--- config.mk ---
export PLATFORM = sky130hd
export DESIGN_NAME = harvard_bus_bridge
export DESIGN_NICKNAME = d
export VERILOG_FILES = /design/src/rtl/harvard_bus_bridge.sv
export SDC_FILE = /design/constraint.sdc
export NUM_CORES = 1
export LEC_CHECK = 0
export ABC_AREA = 1
export BUFFER_PORTS_ARGS = -buffer_cell sky130_fd_sc_hd__buf_2
export CORE_AREA = 2 2 118 120
export DETAILED_ROUTE_END_ITERATION = 10
export DIE_AREA = 0 0 120 122
export PLACE_DENSITY_LB_ADDON = 0.12
export SLEW_MARGIN = 20
export SYNTH_ARGS = -nofsm -noshare
export SYNTH_HDL_FRONTEND = slang
export SYNTH_SLANG_ARGS = --single-unit
--- constraint.sdc ---
create_clock -name clk -period 3.2 [get_ports clk]
set_input_delay 0.32 -clock clk [delete_from_list [all_inputs] [get_ports clk]]
set_output_delay 0.32 -clock clk [all_outputs]
set_load 0.01 [all_outputs]
--- src/rtl/harvard_bus_bridge.sv ---
// Bridges a stall-free Harvard core onto one shared waitrequest bus.
// Fetch and the optional data access are sequenced, and the core is stepped once per completed instruction.
module harvard_bus_bridge #(
    parameter int ADDR_W   = 32,
    parameter int DATA_W   = 32,
    parameter int MAX_WAIT = 0,
    parameter int CNT_W    = 32
) (
    input  logic                clk,
    input  logic                reset,
    input  logic                core_active,
    input  logic [ADDR_W-1:0]   core_instr_address,
    output logic [DATA_W-1:0]   core_instr_readdata,
    input  logic [ADDR_W-1:0]   core_data_address,
    input  logic                core_data_read,
    input  logic                core_data_write,
    input  logic [DATA_W/8-1:0] core_data_byteenable,
    input  logic [DATA_W-1:0]   core_data_writedata,
    output logic [DATA_W-1:0]   core_data_readdata,
    output logic                core_step,
    output logic [ADDR_W-1:0]   bus_address,
    output logic                bus_read,
    output logic                bus_write,
    output logic [DATA_W/8-1:0] bus_byteenable,
    output logic [DATA_W-1:0]   bus_writedata,
    input  logic                bus_waitrequest,
    input  logic [DATA_W-1:0]   bus_readdata,
    output logic                bus_error,
    output logic [CNT_W-1:0]    retired_count
);

    localparam int BE_W = DATA_W / 8;
    localparam logic        TIMEOUT_EN = (MAX_WAIT > 0);
    localparam logic [31:0] WAIT_LAST  = (MAX_WAIT > 0) ? 32'(MAX_WAIT - 1) : 32'd0;

    typedef enum logic [2:0] {
        ST_FETCH  = 3'd0,
        ST_EXEC   = 3'd1,
        ST_MEM    = 3'd2,
        ST_COMMIT = 3'd3,
        ST_HALTED = 3'd4,
        ST_ERROR  = 3'd5
    } state_t;

    state_t              state_r, state_next_s;
    logic [31:0]         wait_cnt_r;
    logic                mem_write_r;
    logic [DATA_W-1:0]   instr_r, load_r;
    logic                bus_error_r;
    logic [CNT_W-1:0]    retired_r;

    logic                bus_read_s, bus_write_s, core_step_s;
    logic                xfer_done_s, timeout_hit_s;
    logic [ADDR_W-1:0]   bus_address_s;
    logic [BE_W-1:0]     bus_byteenable_s;
    logic [DATA_W-1:0]   bus_writedata_s;

    // The transfer that just waited its last tolerated cycle never completes.
    assign timeout_hit_s = TIMEOUT_EN && bus_waitrequest && (wait_cnt_r == WAIT_LAST);

    // Next-state and bus/step decode from the current state.
    always_comb begin
        state_next_s     = state_r;
        bus_read_s       = 1'b0;
        bus_write_s      = 1'b0;
        core_step_s      = 1'b0;
        xfer_done_s      = 1'b0;
        bus_address_s    = core_instr_address;
        bus_byteenable_s = {BE_W{1'b1}};
        bus_writedata_s  = core_data_writedata;
        case (state_r)
            ST_FETCH: begin
                if (!core_active) begin
                    state_next_s = ST_HALTED;
                end else begin
                    bus_read_s = 1'b1;
                    if (!bus_waitrequest) begin
                        xfer_done_s  = 1'b1;
                        state_next_s = ST_EXEC;
                    end else if (timeout_hit_s) begin
                        state_next_s = ST_ERROR;
                    end else begin
                        state_next_s = ST_FETCH;
                    end
                end
            end
            ST_EXEC: begin
                if (core_data_read || core_data_write) begin
                    state_next_s = ST_MEM;
                end else begin
                    core_step_s  = 1'b1;
                    state_next_s = ST_FETCH;
                end
            end
            ST_MEM: begin
                bus_address_s    = core_data_address;
                bus_byteenable_s = core_data_byteenable;
                bus_write_s      = mem_write_r;
                bus_read_s       = !mem_write_r;
                if (!bus_waitrequest) begin
                    xfer_done_s  = 1'b1;
                    state_next_s = ST_COMMIT;
                end else if (timeout_hit_s) begin
                    state_next_s = ST_ERROR;
                end else begin
                    state_next_s = ST_MEM;
                end
            end
            ST_COMMIT: begin
                core_step_s  = 1'b1;
                state_next_s = ST_FETCH;
            end
            ST_HALTED: state_next_s = ST_HALTED;
            ST_ERROR:  state_next_s = ST_ERROR;
            default:   state_next_s = ST_FETCH;
        endcase
    end

    // State, wait counter, held data words, error flag and retire counter.
    always_ff @(posedge clk) begin
        if (reset) begin
            state_r     <= ST_FETCH;
            wait_cnt_r  <= 32'd0;
            mem_write_r <= 1'b0;
            instr_r     <= {DATA_W{1'b0}};
            load_r      <= {DATA_W{1'b0}};
            bus_error_r <= 1'b0;
            retired_r   <= {CNT_W{1'b0}};
        end else begin
            state_r <= state_next_s;
            if (xfer_done_s) begin
                wait_cnt_r <= 32'd0;
            end else if ((bus_read_s || bus_write_s) && bus_waitrequest) begin
                wait_cnt_r <= wait_cnt_r + 32'd1;
            end else begin
                wait_cnt_r <= wait_cnt_r;
            end
            // A simultaneous read and write request is treated as a write.
            if (state_r == ST_EXEC) begin
                mem_write_r <= core_data_write;
            end
            if (state_r == ST_FETCH && xfer_done_s) begin
                instr_r <= bus_readdata;
            end
            if (state_r == ST_MEM && xfer_done_s && !mem_write_r) begin
                load_r <= bus_readdata;
            end
            if (state_next_s == ST_ERROR) begin
                bus_error_r <= 1'b1;
            end
            retired_r <= retired_r + {{(CNT_W-1){1'b0}}, core_step_s};
        end
    end

    // Strobes and step are forced low while reset is asserted, whatever the state.
    assign bus_read            = bus_read_s  && !reset;
    assign bus_write           = bus_write_s && !reset;
    assign core_step           = core_step_s && !reset;
    assign bus_address         = bus_address_s;
    assign bus_byteenable      = bus_byteenable_s;
    assign bus_writedata       = bus_writedata_s;
    assign core_instr_readdata = instr_r;
    assign core_data_readdata  = load_r;
    assign bus_error           = bus_error_r;
    assign retired_count       = retired_r;

endmodule
Word-level counts from Yosys, hierarchy flattened
Cells that the tools add are included.
{"block": "totals", "reg_bits": 101, "latchBits": 0, "ram_bits": 0, "rom_bits": 0, "input_bits": 138, "output_inout_bits": 168, "wordCells": 38, "mem_count": 0}
{"block": "op_classes", "addsub": 1, "mul": 0, "div_mod_pow": 0, "n_lt_le_gt_ge": 0, "eq_ne": 6, "shifts": 0, "n_mux": 15, "bitwise": 0, "n_reduce_logical": 10}
{"op": "$add 32x1->32", "count": 1}
{"op": "$mux 32", "count": 1}
{"op": "$pmux 3 s5", "count": 1}
{"op": "$eq 3x3->1 const B", "count": 3}
{"op": "$mux 1", "count": 7}
{"op": "$eq 3x2->1 const B", "count": 2}
{"op": "$logic_and 1x1->1", "count": 6}
{"op": "$pmux 1 s2", "count": 3}
{"op": "$mux 4", "count": 1}
{"op": "$eq 3x1->1 const B", "count": 1}
{"op": "$logic_not 3->1", "count": 1}
{"op": "$mux 3", "count": 1}
{"op": "$logic_not 1->1", "count": 2}
{"op": "$mux 2", "count": 1}
{"op": "$logic_or 1x1->1", "count": 1}

Depth between registers and ports, before layout
{"block": "logic_depth", "depth_word": 5, "depth_mapped": 12, "depth_no_buf": 12}

Least setup slack after synthesis
OpenSTA, ideal clock, no wires.
{"block": "synth_path", "path_type": "reg-to-reg", "startpoint": "register state_r[0]", "endpoint": "register retired_r[22], in the netlist retired_count[22]", "setup_time_ns": 0.115, "arrival_time_ns": 1.712, "t_required_ns": 3.085, "slack_ns": 1.373, "path_stages_with_launch": 12, "n_path_buf": 0, "period_less_slack_ns": 1.827, "cell_sequence": "dfxtp_1 -> nand2_1 -> nor2_1 -> ha_1 -> ha_1 -> nand2_1 -> nor2_2 -> nand3_1 -> nor2_1 -> nand3_1 -> nand2_1 -> nor2_1"}
{"block": "synth_via", "elab_chain_cells": 3, "word_cells_on_any_way": 4, "cone_classes": "add/sub (1); eq/ne (2); mux (1)"}
{"item": "start, declared", "line": "45", "rtl": "state_t state_r, state_next_s;"}
{"item": "start signal, assigned", "line": "130", "rtl": "state_r <= state_next_s;"}
{"item": "$eq 3x2->1 / $eq 3x1->1 (equally long branches)", "line": "71", "rtl": "case (state_r)"}
{"item": "$pmux 1 s2 *", "line": "71"}
{"item": "$add 32x1->32 *", "line": "151", "rtl": "retired_r <= retired_r + {{(CNT_W-1){1'b0}}, core_step_s};"}
{"item": "end signal, assigned", "line": "128", "rtl": "retired_r <= {CNT_W{1'b0}};"}
{"item": "end signal, assigned", "line": "151"}
{"item": "end, declared", "line": "50", "rtl": "logic [CNT_W-1:0] retired_r;"}
Every way passes the cells marked *; elsewhere a longest branch is shown, timed or not.
A chain may end at the register's enable or synchronous reset.

Final worst setup path
{"block": "layout_path", "startpoint": "register state_r[0]", "endpoint": "output port bus_address[8]"}
{"block": "layout_via", "elab_chain_cells": 2}
{"item": "$eq 3x2->1", "line": "71"}
{"item": "$mux 32", "line": "71"}
{"item": "end, declared", "line": "21", "rtl": "output logic [ADDR_W-1:0] bus_address,"}
Every way passes these cells.

==> results.py <==
metrics = {
    "timing": {
        "finalHoldViolations": 0,
        "min_period_ns": 2.34,
        "max-slew-margin-rel": 0.311,
        "max_freq_mhz": 428,
        "rsz0062_at_grt": "false",
        "setup_viol": 0,
        "period_share": 0.731,
        "setup-tns-final_ns": 0,
        "final_max_slew_viol_count": 0,
        "finalWorstSetupSlack_ns": 0.861,
        "tightest_slew_ns": 1.03,
        "finClkSkew_ns": 0.00797,
        "fin_hold_ws_ns": 0.182,
    },
    "place": {
        "dp_slack_ns": 1.08,
        "placed_cells": 1091,
        "gp_congestion": 0.850,
        "io_buffers": 241,
        "hpwl_mm": 12.2,
    },
    "worst_hold_path": {
        "min_path_type": "in -> reg",
        "whs_path_depth": 2,
        "worstHoldStart": "core_active",
        "hold_end": "state_r[2]$_SDFF_PP0_",
    },
    "global_route": {
        "grt_start_max_net_pins": 65,
        "grt_pass1_vias": 4503,
        "grt_pass1_wl_mm": 23.7,
        "antenna_found_initial": 4,
        "grt_use_total": 0.211,
        "overflow": 0,
    },
    "clocking": {
        "cts_tree": "yes",
        "clkTransAtPathRegs_ns": 0.07,
        "cts_resized": 0,
        "cts.path.max_buffers": 2,
        "post_cts_buffers": 0,
        "holdBufCountCts": 0,
        "clock_sinks": 101,
        "clk-insertion-delay-late_ns": 0.35,
        "ctsHtreeMaxLevel": 3,
        "cts_root_buffer": "clkbuf_16",
        "cts_buffers": 9,
    },
    "pwr": {
        "pwr_density_cell_mw_per_mm2": 450,
        "p_sw_uw": 747,
        "p_sw_frac": 0.266,
        "pwr-share-comb": 0.121,
        "power_mw": 2.81,
        "leakagePower_nw": 2.99,
        "p_seq_frac": 0.470,
        "ir_worst_vdd_uv": 247,
        "clkPwrFrac": 0.409,
        "intPower_mw": 2.06,
    },
    "detailed_routing": {
        "vias_per_cell": 4.53,
        "first_iter_violations": 260,
        "detail-route-antenna-nets": 0,
        "num_vias": 5023,
        "wl_mm": 15.7,
        "remaining_drc_errors": 0,
        "wl_per_cell_um": 14.2,
        "dr.pass1.iters": 5,
    },
    "synth": {
        "synth_top_family_by_area": "simple AND/OR/NAND/NOR gates",
        "muxShareOfSynthArea": 0,
        "synth_area_mm2": 0.00479,
        "yosys.area_share.simple": 0.287,
        "synth_adder_area_share": 0.00784,
        "ys_warn_count": 0,
        "yosysTopAreaCell": "dfxtp_1",
        "synth_compound_area_frac": 0.145,
        "ys_seq_area_frac": 0.422,
        "syn_area_per_cell_um2": 6.60,
        "netlist.area_leader.share": 0.422,
        "synthCells": 726,
        "yosys.area_share.xor_xnor": 0.00549,
        "ys_types": 25,
        "syn-num-nets": 867,
        "ys_ff_latch": 101,
        "synthTopCellsByArea": "dfxtp_1 42%, nand2_1 15%, nor2_1 10%",
    },
    "worst_setup_path": {
        "crit_fanout": 38,
        "crit_required_ns": 2.88,
        "worstReg2RegEnd": "retired_count[22]$_SDFF_PP0_",
        "crit_type": "reg -> out",
        "ff2ff_path_depth": 11,
        "worst-r2r-setup-slack_ns": 1.13,
        "r2r-start": "state_r[0]$_SDFF_PP0_",
        "cp.arrival_ns": 2.02,
        "endpoint_kind": "primary output",
        "cp-start-kind": "register",
    },
    "floorplan": {
        "dieWidth_um": 120,
        "die_area_mm2": 0.0146,
        "start_util": 0.355,
        "core-area_mm2": 0.0135,
        "num_rows": 43,
        "ioPinCount": 306,
        "die_h_um": 122,
    },
    "final_layout": {
        "layout-drive-gt1-share": 0.294,
        "layout.cells.non_filler": 1110,
        "nets": 1063,
        "area_growth_pct": 30.1,
    },
    "job": {
        "timing.max_cap.violations": 0,
    },
    "outcome": {
        "status": "finished clean",
    },
}
placed cells by master (no fill, tap or decap), types with 4 or more instances in the layout:
master	instances
buf_2	241
a21oi_1	58
nand3_1	16
nor2_1	131
o21ai_1	10
nand4_1	4
or2_2	4
inv_1	70
nand2_1	187
clkbuf_16	9
o21ai_0	62
buf_4	5
dfxtp_1	101
area by class of cell:
class / instances / area, um^2
antenna: 3 / 7.51
clock buffer: 9 / 225
clock inverter: 7 / 80.1
fill: 1463 / 7280
inverter: 72 / 270
multi-input combinational: 491 / 2130
sequential: 101 / 2020
tap: 180 / 225
timing repair buffer: 247 / 1260
state kept, by name (all words and copies together) (netlist names):
register and count:
core_data_readdata 32, mem_write_r 1, core_instr_readdata 32, state_r 3
retired_count 32, bus_error 1
worst max-delay path, cell delays in order (launching register included):
cell     delay, ns
dfxtp_1       0.42
nor3_4        0.06
inv_1         0.75
nand2_1       0.17
nand2_1       0.12
buf_2         0.14
logic make-up (layout without fill, tap and decap cells):
kind of cell,count (synthesis),after routing
DFF,101,101
AOI/OAI and AO/OA,136,136
other,0,3
buffers and inverters,134,335
and+or+nand+nor,349,349
xor gates and xnor gates,3,3
adders and majority gates,3,3
Yosys cell counts:
library cell and number:
nand2_1 187, nor2_1 132, dfxtp_1 101, inv_1 71, o21ai_0 62, a21oi_1 58, buf_4 32, clkbuf_1 20
nand3_1 16, o21ai_1 10, buf_2 9, nand4_1 4, or2_2 4, ha_1 3, nor3_1 3, o21a_1 3
a31oi_1 2, xor2_1 2, a211oi_1 1, buf_1 1, inv_2 1, nand3_2 1, nor2_2 1, nor3_4 1
xnor2_1 1
routing by layer:
metal	global-route usage	vias up	routed length [um]
li1	-	2633	-
met1	0.239	2165	6200
met2	0.376	194	8070
met3	0.0463	29	1080
met4	0.100	2	383
met5	0	-	13
through the flow:
step | cell area [um^2] | utilization
after global placement | 5920 | 0.438
final | 6230 | 0.461
after floorplan | 4790 | -
after CTS | 6220 | 0.461
after global routing | 6230 | 0.461
after detailed placement | 5920 | 0.438
power groups by stage:
stage	logic, mW	registers, mW	clock network [mW]
floorplan	0.181	1.37	0
global placement	0.345	1.35	0
detailed placement	0.344	1.35	0
finish	0.340	1.32	1.15
CTS	0.346	1.32	1.18
global route	0.379	1.32	1.22
worst max-delay path by stage:
stage | start | to | slack [ns] | cells past startpoint
after floorplan | state_r[0]$_SDFF_PP0_ | retired_count[22]$_SDFF_PP0_ | 1.37 | 11
after global placement | core_data_write | retired_count[22]$_SDFF_PP0_ | 1.07 | 13
after detailed placement | core_data_write | retired_count[22]$_SDFF_PP0_ | 1.08 | 13
after CTS | state_r[0]$_SDFF_PP0_ | bus_address[4] | 0.81 | 5
after global routing | state_r[0]$_SDFF_PP0_ | bus_address[7] | 0.67 | 5
final | state_r[0]$_SDFF_PP0_ | bus_address[8] | 0.86 | 5
Power figures use the tool's default switching activity.
